## src/rtl/frame_sequencer_if.sv

```systemverilog
// Handshake bundle around a window-filter stage: upstream FWFT FIFO read side,
// filter window shift port, and downstream FIFO write side.
interface frame_sequencer_if #(
  parameter int DWIDTH = 8
);
  logic              in_empty;
  logic              in_rd_en;
  logic [DWIDTH-1:0] in_dout;
  logic              flt_valid;
  logic [DWIDTH-1:0] flt_din;
  logic [DWIDTH-1:0] flt_dout;
  logic              out_full;
  logic              out_wr_en;
  logic [DWIDTH-1:0] out_din;

  // Sequencer side
  modport master (
    input  in_empty,
    input  in_dout,
    input  flt_dout,
    input  out_full,
    output in_rd_en,
    output flt_valid,
    output flt_din,
    output out_wr_en,
    output out_din
  );

  // FIFO/filter environment side
  modport slave (
    output in_empty,
    output in_dout,
    output flt_dout,
    output out_full,
    input  in_rd_en,
    input  flt_valid,
    input  flt_din,
    input  out_wr_en,
    input  out_din
  );
endinterface

```

## src/rtl/frame_sequencer.sv

```systemverilog
// Frame sequencer for one 3x3 window-filter stage: primes the window, streams
// IMG_WIDTH*IMG_HEIGHT results with zeroed borders, flushes, then pulses done.
module frame_sequencer #(
  parameter int IMG_WIDTH  = 64,
  parameter int IMG_HEIGHT = 32,
  parameter int DWIDTH     = 8
) (
  input  logic                clock,
  input  logic                reset_n,
  input  logic                start,
  output logic                busy,
  output logic                done,
  frame_sequencer_if.master   bus
);

  localparam int PRIME = IMG_WIDTH + 1;
  localparam int NPIX  = IMG_WIDTH * IMG_HEIGHT;
  localparam int CNT_W = $clog2(NPIX + 1);
  localparam int COL_W = $clog2(IMG_WIDTH);
  localparam int ROW_W = $clog2(IMG_HEIGHT);

  localparam logic [CNT_W-1:0] CNT_ONE   = CNT_W'(1);
  localparam logic [CNT_W-1:0] FILL_END  = CNT_W'(PRIME + 1);
  localparam logic [CNT_W-1:0] NPIX_C    = CNT_W'(NPIX);
  localparam logic [COL_W-1:0] COL_ONE   = COL_W'(1);
  localparam logic [COL_W-1:0] COL_LAST  = COL_W'(IMG_WIDTH - 1);
  localparam logic [ROW_W-1:0] ROW_ONE   = ROW_W'(1);
  localparam logic [ROW_W-1:0] ROW_LAST  = ROW_W'(IMG_HEIGHT - 1);

  typedef enum logic [2:0] {
    S_IDLE,
    S_FILL,
    S_RUN,
    S_FLUSH,
    S_DONE
  } state_t;

  state_t             state_q,   state_d;
  logic [CNT_W-1:0]   in_cnt_q,  in_cnt_d;
  logic [CNT_W-1:0]   out_cnt_q, out_cnt_d;
  logic [COL_W-1:0]   col_q,     col_d;
  logic [ROW_W-1:0]   row_q,     row_d;

  logic step;
  logic pop;
  logic push;
  logic border;

  always_ff @(posedge clock or negedge reset_n) begin
    if (!reset_n) begin
      state_q   <= S_IDLE;
      in_cnt_q  <= '0;
      out_cnt_q <= '0;
      col_q     <= '0;
      row_q     <= '0;
    end else begin
      state_q   <= state_d;
      in_cnt_q  <= in_cnt_d;
      out_cnt_q <= out_cnt_d;
      col_q     <= col_d;
      row_q     <= row_d;
    end
  end

  always_comb begin
    state_d   = state_q;
    in_cnt_d  = in_cnt_q;
    out_cnt_d = out_cnt_q;
    col_d     = col_q;
    row_d     = row_q;
    step      = 1'b0;
    pop       = 1'b0;
    push      = 1'b0;

    case (state_q)
      S_IDLE: begin
        if (start) begin
          state_d   = S_FILL;
          in_cnt_d  = '0;
          out_cnt_d = '0;
          col_d     = '0;
          row_d     = '0;
        end
      end
      S_FILL: begin
        // Priming only shifts the window, so downstream backpressure is irrelevant.
        step = !bus.in_empty;
        pop  = step;
      end
      S_RUN: begin
        step = !bus.in_empty && !bus.out_full;
        pop  = step;
        push = step;
      end
      S_FLUSH: begin
        step = !bus.out_full;
        push = step;
      end
      S_DONE: begin
        state_d = S_IDLE;
      end
      default: begin
        state_d = S_IDLE;
      end
    endcase

    if (pop) begin
      in_cnt_d = in_cnt_q + CNT_ONE;
    end

    // Raster position tracks the result being written, not the pixel being popped.
    if (push) begin
      out_cnt_d = out_cnt_q + CNT_ONE;
      if (col_q == COL_LAST) begin
        col_d = '0;
        row_d = (row_q == ROW_LAST) ? '0 : row_q + ROW_ONE;
      end else begin
        col_d = col_q + COL_ONE;
      end
    end

    if (state_q == S_FILL && pop && in_cnt_d == FILL_END) begin
      state_d = S_RUN;
    end
    if (state_q == S_RUN && pop && in_cnt_d == NPIX_C) begin
      state_d = S_FLUSH;
    end
    if (state_q == S_FLUSH && push && out_cnt_d == NPIX_C) begin
      state_d = S_DONE;
    end
  end

  assign border = (row_q == '0) || (row_q == ROW_LAST) ||
                  (col_q == '0) || (col_q == COL_LAST);

  always_comb begin
    busy          = (state_q == S_FILL) || (state_q == S_RUN) || (state_q == S_FLUSH);
    done          = (state_q == S_DONE);
    bus.in_rd_en  = pop;
    bus.flt_valid = step;
    bus.out_wr_en = push;
    bus.flt_din   = '0;
    bus.out_din   = '0;
    if (state_q == S_FILL || state_q == S_RUN) begin
      bus.flt_din = bus.in_dout;
    end
    // Flushing shifts zeros in while the last rows of results drain out.
    if ((state_q == S_RUN || state_q == S_FLUSH) && !border) begin
      bus.out_din = bus.flt_dout;
    end
  end

endmodule

```

## src/flat_wrapper.sv

```systemverilog
// flat-port wrapper written by rule: the top's interface ports become plain ports
module frame_sequencer_flat 
#(
  parameter int IMG_WIDTH  = 64,
  parameter int IMG_HEIGHT = 32,
  parameter int DWIDTH     = 8
)
  (clock, reset_n, start, busy, done, bus_in_empty, bus_in_dout, bus_flt_dout, bus_out_full, bus_in_rd_en, bus_flt_valid, bus_flt_din, bus_out_wr_en, bus_out_din);
  frame_sequencer_if #(.DWIDTH(DWIDTH)) bus_i ();
  input  logic clock;
  input  logic reset_n;
  input  logic start;
  output logic busy;
  output logic done;
  input wire logic [$bits(bus_i.in_empty)-1:0] bus_in_empty;
  input wire logic [$bits(bus_i.in_dout)-1:0] bus_in_dout;
  input wire logic [$bits(bus_i.flt_dout)-1:0] bus_flt_dout;
  input wire logic [$bits(bus_i.out_full)-1:0] bus_out_full;
  output wire logic [$bits(bus_i.in_rd_en)-1:0] bus_in_rd_en;
  output wire logic [$bits(bus_i.flt_valid)-1:0] bus_flt_valid;
  output wire logic [$bits(bus_i.flt_din)-1:0] bus_flt_din;
  output wire logic [$bits(bus_i.out_wr_en)-1:0] bus_out_wr_en;
  output wire logic [$bits(bus_i.out_din)-1:0] bus_out_din;
  assign bus_i.in_empty = bus_in_empty;
  assign bus_i.in_dout = bus_in_dout;
  assign bus_i.flt_dout = bus_flt_dout;
  assign bus_i.out_full = bus_out_full;
  assign bus_in_rd_en = bus_i.in_rd_en;
  assign bus_flt_valid = bus_i.flt_valid;
  assign bus_flt_din = bus_i.flt_din;
  assign bus_out_wr_en = bus_i.out_wr_en;
  assign bus_out_din = bus_i.out_din;
  frame_sequencer #(.IMG_WIDTH(IMG_WIDTH), .IMG_HEIGHT(IMG_HEIGHT), .DWIDTH(DWIDTH)) u_core (.clock(clock), .reset_n(reset_n), .start(start), .busy(busy), .done(done), .bus(bus_i));
endmodule
```

## config.mk

```make
export PLATFORM = sky130hd
export DESIGN_NAME = frame_sequencer_flat
export DESIGN_NICKNAME = d
export VERILOG_FILES = /design/src/rtl/frame_sequencer_if.sv /design/src/rtl/frame_sequencer.sv /design/src/flat_wrapper.sv
export SDC_FILE = /design/constraint.sdc
export NUM_CORES = 1
export LEC_CHECK = 0
export BUFFER_PORTS_ARGS = -buffer_cell sky130_fd_sc_hd__buf_2
export CORE_UTILIZATION = 23
export DETAILED_ROUTE_END_ITERATION = 12
export PLACE_DENSITY = 0.4
export SYNTH_ARGS = -nofsm -noshare
export SYNTH_HDL_FRONTEND = slang
export SYNTH_SLANG_ARGS = --single-unit
```

## constraint.sdc

```tcl
create_clock -name clock -period 2.15 [get_ports clock]
set_input_delay 0 -clock clock [delete_from_list [all_inputs] [get_ports clock]]
set_output_delay 0 -clock clock [all_outputs]
set_load 0.05 [all_outputs]
```

After elaboration in Yosys (flattened, before gate mapping). Cells that the tools add are included.

Add/subtract/negate cells: 4. Multiply operators: 0. Divide/modulo/power cells: 0. Magnitude comparators: 0. Equal/unequal tests: 11. Shift operators: 0. Multiplexer cells: 25. Bitwise logic cells: 0. Reduce and logical (&&, ||, !) cells: 25.

Operators with widths (number): $mux W12 (6); $mux W5 (5); $add A12 B1 Y12 const B (2); $eq A12 B12 Y1 const B (2); $mux W6 (4); $mux W8 (2); $eq A12 B7 Y1 const B (1); $mux W3 (4); $logic_and A1 B1 Y1 (8); $add A6 B1 Y6 const B (1); $eq A3 B2 Y1 const B (2); $eq A6 B6 Y1 const B (1); $logic_not A6 Y1 (1); $logic_or A1 B1 Y1 (6); $pmux W3 S2 (1); $add A5 B1 Y5 const B (1); $eq A5 B5 Y1 const B (1); $logic_not A5 Y1 (1); $ne A5 B2 Y1 const B (1); $ne A4 B1 Y1 const B (1); $pmux W1 S2 (2); $reduce_and A2 Y1 (2); $reduce_bool A2 Y1 (2); $eq A3 B1 Y1 const B (1); other kinds (5) (7).

Bits in registers: 38. Latch bits: 0. RAM bits: 0. ROM bits: 0. Input port bits: 21. Output and inout bits: 21. Word-level logic and storage cells: 70. Memories: 0.

Depth between registers and ports, before layout.
Depth after elaboration: 9. Depth in mapped cells: 10. Gate-level depth less buffers: 8.

Least setup slack after synthesis. No wires, ideal clock.

Kind: flip-flop to flip-flop. Start: register u_core.state_q[0]. End: register u_core.state_q[0]. Library setup time: 0.101 ns. Data arrival time: 2.203 ns. Data required time: 2.049 ns. Slack: -0.154 ns. Cell stages (with the launch flop): 10. Path buffers: 1. Period minus slack after synthesis: 2.304 ns. Path through: dfrtp_1 -> buf_6 -> and2b_2 -> o21ai_2 -> inv_1 -> a21bo_2 -> a211oi_1 -> and4_2 -> a31oi_1 -> nor4_1.

Cells in the longest elaborated chain, start to end: 8. Elaborated cells between the ends (all ways): 27. Classes of those cells: eq/ne: 8; mux: 10; reduce/logical: 9.

RTL lines: start, declared (line frame_sequencer.sv:38) `state_t state_q, state_d;`; start signal, assigned (line frame_sequencer.sv:57) `state_q <= state_d;`; $eq A3 B2 Y1 / $eq A3 B1 Y1 (equally long branches) (line frame_sequencer.sv:75) `case (state_q)`; $pmux W1 S2 * (line frame_sequencer.sv:75); named net bus_in_rd_en (line flat_wrapper.sv:19) `output wire logic [$bits(bus_i.in_rd_en)-1:0] bus_in_rd_en;`; $mux W12 (line frame_sequencer.sv:107) `if (pop) begin`; $eq A12 B7 Y1 (line frame_sequencer.sv:122) `if (state_q == S_FILL && pop && in_cnt_d == FILL_END) begin`; $logic_and A1 B1 Y1 (line frame_sequencer.sv:122); $mux W3 (line frame_sequencer.sv:122); $mux W3 (line frame_sequencer.sv:125) `if (state_q == S_RUN && pop && in_cnt_d == NPIX_C) begin`; $mux W3 (line frame_sequencer.sv:128) `if (state_q == S_FLUSH && push && out_cnt_d == NPIX_C) begin`.

Mark *: on every way through the listed nets, which the timed path passes. The rest lies on a longest branch. A chain may end at the register's enable or synchronous reset.

Final worst setup path.
Start: register u_core.state_q[0]. End: register u_core.state_q[0].

Cells in the longest elaborated chain, start to end: 8. Elaborated cells between the ends (all ways): 27. Classes of those cells: eq/ne: 8; mux: 10; reduce/logical: 9.

RTL lines: $eq A3 B2 Y1, or another cell as far along (line frame_sequencer.sv:75); $pmux W1 S2 / $mux W12 (equally long branches) (line frame_sequencer.sv:75); $mux W12 * (line frame_sequencer.sv:107); named net u_core.in_cnt_d[3] (line frame_sequencer.sv:39) `logic [CNT_W-1:0] in_cnt_q, in_cnt_d;`; $eq A12 B7 Y1 (line frame_sequencer.sv:122); $logic_and A1 B1 Y1 (line frame_sequencer.sv:122); $mux W3 (line frame_sequencer.sv:122); $mux W3 (line frame_sequencer.sv:125); $mux W3 (line frame_sequencer.sv:128).

Marked as above.

==> results.md <==
* Gpl congestion at 0.7443
* Fmax achieved at about 0.44 GHz
* Simple-gate share of the synthesized area at 33.72%
* Max_slew headroom at 37.75%
* Row count at 36
* Setup ws final at -144.2 ps
* Post-synth EDFFs at 0
* Synth Cell Area at ~2400 um^2
* Routed vias/inst at 4.619
* Pleak at 1.802 nW
* Placed cell count at 493
* Total number of vias at 2,388
* Wire per inst at 13.51 um
* Crit end category: flop
* Crit-path max cell delay at 440 ps
* Hold Path Class: primary input to flop
* Fin crit share at 106.7%
* Worst Hold Path EP: u_core.out_cnt_q[3]
* Clock buffer depth at 2
* Mapped Cells at 266
* Pre-CTS setup slack at -209.9 ps
* Yosys cell types at 61
* Antenna viol nets, final at 0
* Synth Register Bits at 38
* Maximum VDD drop at 0.3763 mV
* Die X at 104.1 um
* # diodes at 0
* PD cells at about 670 nW/um^2
* IO Port Bufs at 41
* Clock sink count at 38
* Die height at between 100 and 150 um
* Status: finished with violations
* Hold_sp: start
* Fin crit period at 2294 ps
* CTS clk-pin slew, worst paths at 80 ps
* Starting density of the core at 24.08%
* Initial antenna violation count at 0
* Io pins at 42
* Crit path DAT at 2490 ps
* Synth Area in Adders at 3.653%
* Startpoint Class: flop
* Reg2reg end: u_core.state_q[0]
* Core box area at about 10000 um^2
* DR iter-0 viols at approximately 80
* Synth Area in XOR/XNOR at 1.096%
* DR pass1 iterations at 4
* Net Count, Synth at 294
* Tightest Pin Transition at 933.8 ps
* Gr ovfl total at 0
* Vias in the first global route at 2,222
* TritonCTS buffer count at 5
* Main combinational cell family by area after synthesis: simple AND/OR/NAND/NOR gates
* Worst-Skew Late Latency at 290 ps
* Post-synth top flop: dfrtp_1
* Hold path depth at 4
* RSZ-0062 raised after global routing: true
* Layout cells sized above 1 at 46.61%
* Reg2Reg Setup Slack at -140 ps
* Worst setup path class: flop to flop
* Max-slew violation count at 0
* Die Area at 10,840 um^2
* CTS tree: yes
* Slowest cell on crit path: dfrtp_1
* Worst-path maximum fanout at 7
* Ys Warns at 0
* Total GRT Usage at 12.95%
* Worst reg2reg path startpoint: u_core.state_q[0]
* Most common cell after layout, fill and taps aside: buf_4
* # setup viols final at 2
* Final hold vios at 0
* Post-DP HPWL at between 5000 and 6000 um
* Register area share after synthesis at between 30% and 40%
* Setup_tns at -208.3 ps
* Crit path required time at 2350 ps
* DRC viols at 0
* Drt total wl at 6986 um
* Synth Area in Compound Gates at 14.93%
* Nets at 411
* Critical Path, Cell by Cell: buf_12, and2b_2, buf_4, o211ai_1, o221ai_2, a211oi_2, and4_2, a31oi_1, nor4_2
* First-pass GRT wire length at 11,240 um
* Post-Layout Cell Count at 517
* Max-Cap Viols at 0
* Commonest non-fill, non-tap cells in the layout: buf_4, dfrtp_1, buf_2
* CTS H-tree lvls at 2
* Largest net degree at the start of global routing at 39
* Worst-case reg-to-reg path depth at 9
* Multiplexer share of the synthesized area at around 2.6%
* Post-synth ARST share at 100.0%
* Clock root cell: clkbuf_8
* Post-Syn Area per Cell at 9.012 um^2
* Hold Slack at approximately 240 ps
* Clk_skew at 6.790 ps
* Layout area overhead at 54.91%
* Violated checks: negative setup slack
## state kept, by name (all words and copies together), names as in the netlist
register,count
u_core.in_cnt_q,12
u_core.state_q,3
u_core.out_cnt_q,12
u_core.col_q,6
u_core.row_q,5
## area by class of cell
cell class	instances	area, um^2
well taps	133	166.4
clock inverters	3	40.04
fillers	1020	6241
repair buffers	118	890.9
clock buffers	5	68.82
multi-input cells	208	1549
inverters	12	45.04
flip-flops and latches	38	953.4
## how the worst max path moves through the flow
| stage | start | to | slack [ps] | cells after the start |
|---|---|---|---|---|
| floorplan | u_core.state_q[0] | u_core.state_q[0] | -150 | 9 |
| CTS | u_core.state_q[0] | u_core.state_q[0] | -80 | 8 |
| finish | u_core.state_q[0] | u_core.state_q[0] | -140 | 9 |
| global placement | u_core.state_q[0] | u_core.state_q[0] | -180 | 8 |
| global route | u_core.state_q[0] | u_core.state_q[0] | -280 | 10 |
| detailed placement | u_core.state_q[1] | u_core.state_q[0] | -210 | 7 |
## routing by layer
metal / up-vias / GRT usage, % / wire (um)
met2: 51 / 20.24 / 3118
met3: 5 / 1.942 / 211
li1: 1203 / - / -
met1: 1129 / 18.30 / 3571
met4: 0 / 3.980 / 83
met5: - / 0 / 0
## cells in the mapped netlist, drive strengths merged, types with 2 or more instances
library cell / number / area [um^2]
a211oi: 2 / 15.01
a21o: 2 / 15.01
a21oi: 4 / 20.02
a31oi: 2 / 12.51
and2: 20 / 125.1
and2b: 3 / 26.28
and3: 9 / 56.30
and4: 3 / 28.78
buf: 7 / 56.30
dfrtp: 38 / 950.9
ha: 7 / 87.58
inv: 12 / 45.04
mux2i: 5 / 50.05
nand2: 32 / 122.6
nand2b: 3 / 18.77
nand3: 15 / 75.07
nand4: 4 / 25.02
nor2: 18 / 67.56
nor2b: 2 / 12.51
nor3: 5 / 25.02
nor3b: 5 / 53.80
nor4: 6 / 52.55
o2111ai: 2 / 17.52
o211ai: 5 / 42.54
o21ai: 21 / 108.9
o221ai: 2 / 17.52
o311ai: 2 / 17.52
o31ai: 4 / 30.03
or2: 2 / 12.51
or2b: 2 / 17.52
or4: 3 / 26.27
or4b: 2 / 20.02
xor2: 2 / 17.52
## kinds of logic (layout without fill, tap and decap cells)
| kind of cell | count (synthesis) | in the layout |
|---|---|---|
| AO/OA/AOI/OAI | 53 | 53 |
| adder cells (fa/ha/maj) | 7 | 7 |
| XOR/XNOR | 3 | 3 |
| buffers and inverters | 20 | 138 |
| AND/OR/NAND/NOR | 139 | 139 |
| multiplexers | 6 | 6 |
| flip-flops | 38 | 38 |
## power breakdown
group          internal, mW  switching (mW)  total, mW
clock                 0.342           0.271      0.613
sequential            0.800           0.100      0.900
combinational         0.447           0.530      0.976
## per-stage QoR
step	power [mW]	utilization, %	instance area, um^2
2_1_floorplan	1.392	-	2397
3_3_place_gp	1.688	31.94	3179
3_5_place_dp	1.696	31.94	3179
4_1_cts	2.498	36.24	3607
5_1_grt	2.624	37.31	3714
6_report	2.490	37.31	3714
## what timing repair did
action	4_1_cts	5_1_grt
setup buffers	12	4
pin swaps	10	13
hold endpoints to repair	38	0
gates resized for setup	50	22
hold buffers	1	0
setup endpoints to repair	11	13
## worst max-delay path, delay by kind of cell, from the launching register on
family	cells	cell delay (ps)
buffers and inverters	2	310
and+or+nand+nor	3	770
AOI/OAI and AO/OA	4	690
DFF	1	440
No activity file was read; power rests on OpenSTA's default activity.
